--- src/rtl/sum_accumulator_pkg.sv ---
// Shared types and defaults for sum_accumulator.
package sum_accumulator_pkg;
  typedef enum logic [1:0] {
    IDLE  = 2'd0,
    ACCUM = 2'd1,
    DONE  = 2'd2
  } state_t;

  localparam int COUNT_BITS    = 8;
  localparam int DEF_NUM_BITS  = 4;
  localparam int DEF_ACC_BITS  = 8;
  localparam int DEF_BLOCK_LEN = 4;
endpackage

--- src/rtl/sum_accumulator_adder_nbit.sv ---
// Parameterised ripple-carry adder: the 4-bit team adder widened to W bits.
module adder_nbit #(
  parameter int W = 4
) (
  input  logic [W-1:0] a,
  input  logic [W-1:0] b,
  input  logic         carry_in,
  output logic [W-1:0] sum,
  output logic         overflow
);
  logic c;

  always_comb begin
    sum = '0;
    c   = carry_in;
    for (int i = 0; i < W; i++) begin
      sum[i] = a[i] ^ b[i] ^ c;
      c      = (a[i] & b[i]) | (c & (a[i] ^ b[i]));
    end
    overflow = c;
  end
endmodule

--- src/rtl/sum_accumulator.sv ---
// Block accumulator: sums BLOCK_LEN samples, presents result with sticky overflow.
// Build option: define SUM_ACCUMULATOR_SATURATE_EN to clamp to all-ones on carry.
module sum_accumulator
  import sum_accumulator_pkg::*;
#(
  parameter int NUM_BITS  = DEF_NUM_BITS,
  parameter int ACC_BITS  = DEF_ACC_BITS,
  parameter int BLOCK_LEN = DEF_BLOCK_LEN
) (
  input  logic                  clk,
  input  logic                  rst,
  input  logic                  clear,
  input  logic                  in_valid,
  output logic                  in_ready,
  input  logic [NUM_BITS-1:0]   in_data,
  output logic                  out_valid,
  input  logic                  out_ready,
  output logic [ACC_BITS-1:0]   out_sum,
  output logic                  out_overflow,
  output logic [COUNT_BITS-1:0] sample_count
);
  state_t                state;
  logic [ACC_BITS-1:0]   acc, addend, sum, acc_nxt;
  logic                  carry, ovf, accept, last;
  logic [COUNT_BITS-1:0] count, count_nxt;

  assign accept = in_valid & in_ready;
  // Gate the sample so an idle (possibly X) bus never reaches the datapath.
  assign addend = accept ? ACC_BITS'(in_data) : '0;

  adder_nbit #(.W(ACC_BITS)) u_add (
    .a        (acc),
    .b        (addend),
    .carry_in (1'b0),
    .sum      (sum),
    .overflow (carry)
  );

`ifdef SUM_ACCUMULATOR_SATURATE_EN
  assign acc_nxt = carry ? '1 : sum;
`else
  assign acc_nxt = sum;
`endif

  assign count_nxt = count + COUNT_BITS'(1);
  assign last      = (count_nxt == COUNT_BITS'(BLOCK_LEN));

  always_ff @(posedge clk) begin
    if (rst || clear) begin
      state     <= IDLE;
      acc       <= '0;
      count     <= '0;
      ovf       <= 1'b0;
      in_ready  <= 1'b1;
      out_valid <= 1'b0;
    end else begin
      case (state)
        IDLE: if (accept) begin
          acc   <= addend;
          count <= COUNT_BITS'(1);
          if (BLOCK_LEN == 1) begin
            state     <= DONE;
            in_ready  <= 1'b0;
            out_valid <= 1'b1;
          end else begin
            state <= ACCUM;
          end
        end
        ACCUM: if (accept) begin
          acc   <= acc_nxt;
          ovf   <= ovf | carry;
          count <= count_nxt;
          if (last) begin
            state     <= DONE;
            in_ready  <= 1'b0;
            out_valid <= 1'b1;
          end
        end
        DONE: if (out_ready) begin
          acc       <= '0;
          count     <= '0;
          ovf       <= 1'b0;
          state     <= IDLE;
          in_ready  <= 1'b1;
          out_valid <= 1'b0;
        end
        default: state <= IDLE;
      endcase
    end
  end

  assign out_sum      = acc;
  assign out_overflow = ovf;
  assign sample_count = count;
endmodule
--- config.mk ---
export PLATFORM = sky130hd
export DESIGN_NAME = sum_accumulator
export DESIGN_NICKNAME = d
export VERILOG_FILES = /design/src/rtl/sum_accumulator_pkg.sv /design/src/rtl/sum_accumulator_adder_nbit.sv /design/src/rtl/sum_accumulator.sv
export SDC_FILE = /design/constraint.sdc
export NUM_CORES = 1
export LEC_CHECK = 0
export ABC_CLOCK_PERIOD_IN_PS = 14200
export CORE_MARGIN = 2
export CORE_UTILIZATION = 40
export DETAILED_ROUTE_END_ITERATION = 8
export GPL_TIMING_DRIVEN = 0
export PLACE_DENSITY = 0.7
export SLEW_MARGIN = 20
export SYNTH_ARGS = -nofsm -noshare
export SYNTH_HDL_FRONTEND = slang
export SYNTH_HIERARCHICAL = 1
export SYNTH_SLANG_ARGS = --single-unit
--- constraint.sdc ---
create_clock -name clk -period 14.2 [get_ports clk]
set_clock_uncertainty 0.2 [all_clocks]
set_input_delay 2.84 -clock clk [delete_from_list [all_inputs] [get_ports clk]]
set_output_delay 2.84 -clock clk [all_outputs]
set_load 0.05 [all_outputs]
==> impl_metrics.env <==
export IMPL_final_period_utilization=0.493
export IMPL_synth_edf_count=0
export IMPL_drv_slew=0
export IMPL_dpl_hpwl_mm=2.50
export IMPL_finalCriticalPeriod_ps=7010
export IMPL_postCtsResizedCells=0
export IMPL_diodes=0
export IMPL_post_cts_buffers=0
export IMPL_fp_dieW_um=64.5
export IMPL_cts_tree="done"
export IMPL_slowest_stage="clkdlybuf4s50_1"
export IMPL_drcViolationCount=0
export IMPL_clkLatencyLatePin_ps=310
export IMPL_critPathBufInv=5
export IMPL_areaGrowthSynthToFinish_pct=25.3
export IMPL_regArea_um2=420
export IMPL_ys_flop_type="dfxtp_1"
export IMPL_viasPerCell=5.18
export IMPL_clock_path_buffers=2
export IMPL_hold_slack_ps=286
export IMPL_cp_data_required_time_ps=14250
export IMPL_setup_viol=0
export IMPL_worst_pin_slew_ps=547
export IMPL_clockRootBuffer="clkbuf_4"
export IMPL_drtIter0Drc=114
export IMPL_power_density_mw_per_mm2=63.4
export IMPL_hold_class="reg -> reg"
export IMPL_start_util=0.429
export IMPL_io_pins=28
export IMPL_synth_async_reset_ratio=0
export IMPL_synthCells=179
export IMPL_cts_buffers=3
export IMPL_slowest_delay_ps=540
export IMPL_crit_path_cell_trace="clkdlybuf4s50_1 -> and3_1 -> fa_1 -> inv_1 -> fa_1 -> inv_1 -> fa_1 -> fa_1 -> fa_1 -> fa_1 -> fa_1 -> inv_1 -> fa_1 -> inv_1 -> nand3_1 -> a21oi_1"
export IMPL_status="completed"
export IMPL_path_class="in -> reg"
export IMPL_path_max_fanout=7
export IMPL_routed_wl_mm=3.33
export IMPL_ant_nets=0
export IMPL_setup_tns_ps=0
export IMPL_ys_seq_area_frac=0.287
export IMPL_detail_route_wl_per_cell_um=12.8
export IMPL_nFillCells=345
export IMPL_start_kind="input pin"
export IMPL_fin_area_mm2=0.00184
export IMPL_track_usage=0.183
export IMPL_synthTopCellsByCount="dfxtp_1 (21), nand2_1 (21), inv_1 (15)"
export IMPL_arrival_ps=7060
export IMPL_drive_gt1_frac=0.0654
export IMPL_num_vias=1348
export IMPL_dr_pass1_iters=4
export IMPL_synth_cell_types=43
export IMPL_syn_mean_instance_area_um2=8.19
export IMPL_rsz0062_at_grt="no"
export IMPL_path_clk_slew_ps=130
export IMPL_max_freq_ghz=0.143
export IMPL_die_area_mm2=0.00417
export IMPL_synth_seq_cells=21
export IMPL_synthesis_area_mm2=0.00147
export IMPL_hold_violations=0
export IMPL_path_common_cell="fa_1"
export IMPL_multi_input_area_um2=968
export IMPL_synth_top_area_share=0.287
export IMPL_ys_warn_count=6
export IMPL_antenna_found_initial=0
export IMPL_place_gp_congestion=0.854
export IMPL_netlist_top_cells_area="dfxtp_1 (29%), fa_1 (11%), ha_1 (6.0%)"
export IMPL_slew_headroom=0.634
export IMPL_core_area_mm2=0.00342
export IMPL_p_leak_uw=0.000681
export IMPL_grt_pass1_vias=1346
export IMPL_clock_sinks=21
export IMPL_cts_hold_buf=0
export IMPL_path_delay_family="adder cells"
export IMPL_numPortBuffers=27
export IMPL_grt_pass1_wl_mm=6.09
export IMPL_cap_violations=0
export IMPL_num_rows=21
export IMPL_ctsHtreeMaxLevel=1
export IMPL_grt_max_degree=13
export IMPL_overflow=0
export IMPL_synth_top_cell_by_area="dfxtp_1"
export IMPL_fin_nets=239
export IMPL_crit_path_end_kind="flip-flop"
export IMPL_place_area_mm2=0.00181
export IMPL_die_y_um=64.5
export IMPL_ir_drop_uv=42.4
## worst reg2reg max path, stage by stage, from the launching register on
cell,delay [ps]
dfxtp_1,410
and3_1,210
fa_1,380
inv_1,80
fa_1,160
inv_1,50
fa_1,370
fa_1,440
fa_1,410
fa_1,400
fa_1,370
inv_1,70
fa_1,410
inv_1,60
nand3_1,50
a21oi_1,160
## stage by stage
stage,worst slack (ps),utilization,instances,total power (uW)
floorplan,7710,-,183,78.9
global placement,6910,0.530,256,86.5
detailed placement,6860,0.530,256,86.9
CTS,7200,0.538,260,117
global route,6990,0.538,260,123
finish,7190,0.538,260,116
## cells by family (layout without fill, tap and decap cells)
kind of cell	after synthesis	after routing	share of synthesized area
AOI/OAI and AO/OA	42	42	0.195
adders and majority gates	15	15	0.169
buffers and inverters	23	54	0.0631
DFF	21	21	0.287
muxes	2	2	0.0137
other	1	5	0.00256
and+or+nand+nor	75	75	0.270
## layout make-up
cell class / instances / share of cell area
Multi-Input combinational cell: 139 / 0.527
Sequential cell: 21 / 0.229
Timing Repair Buffer: 27 / 0.147
Tap cell: 46 / 0.0313
Inverter: 15 / 0.0307
Buffer: 8 / 0.0198
Clock buffer: 3 / 0.0123
Clock inverter: 1 / 0.00272
## layout by cell type (no fill, tap or decap), types with 3 or more instances in the layout
master,netlist,routed
a211oi_1,5,5
a21oi_1,12,12
a22oi_1,4,4
and3_1,5,5
clkbuf_1,5,5
clkbuf_4,0,3
clkdlybuf4s50_1,0,27
conb_1,1,5
dfxtp_1,21,21
fa_1,8,8
ha_1,7,7
inv_1,15,15
nand2_1,21,21
nand2b_1,3,3
nand3_1,10,10
nand4_1,3,3
nor2_1,11,11
nor3_1,4,4
o21ai_0,6,6
or3_1,4,4
## power breakdown
group	internal [uW]	leakage (uW)	switching, uW	total [uW]
sequential	60.0	0.000170	1.59	61.6
clock	10.5	0.0000177	20.1	30.7
combinational	9.38	0.000493	14.7	24.1
total	79.9	0.000681	36.4	116
## layer usage
metal	part of all wire	GRT usage	vias up
met3	0.032	0.0208	4
li1	-	-	692
met4	0.0090	0.0665	0
met2	0.44	0.286	25
met5	0	0	-
met1	0.51	0.260	627
## worst paths after layout
path	start	to	slack, ps	cells after the start
worst min register to register	out_sum[7]	out_sum[7]	290	2
worst max register to register	in_ready	out_sum[7]	9910	15
worst min-delay path	out_sum[7]	out_sum[7]	290	2
worst max-delay path	in_valid	out_sum[7]	7190	16
## state kept, by name, summed over array words and instances (netlist names)
name	cells
out_sum	8
in_ready	1
out_overflow	1
out_valid	1
state	2
sample_count	8
No activity file was read; power rests on OpenSTA's default activity.
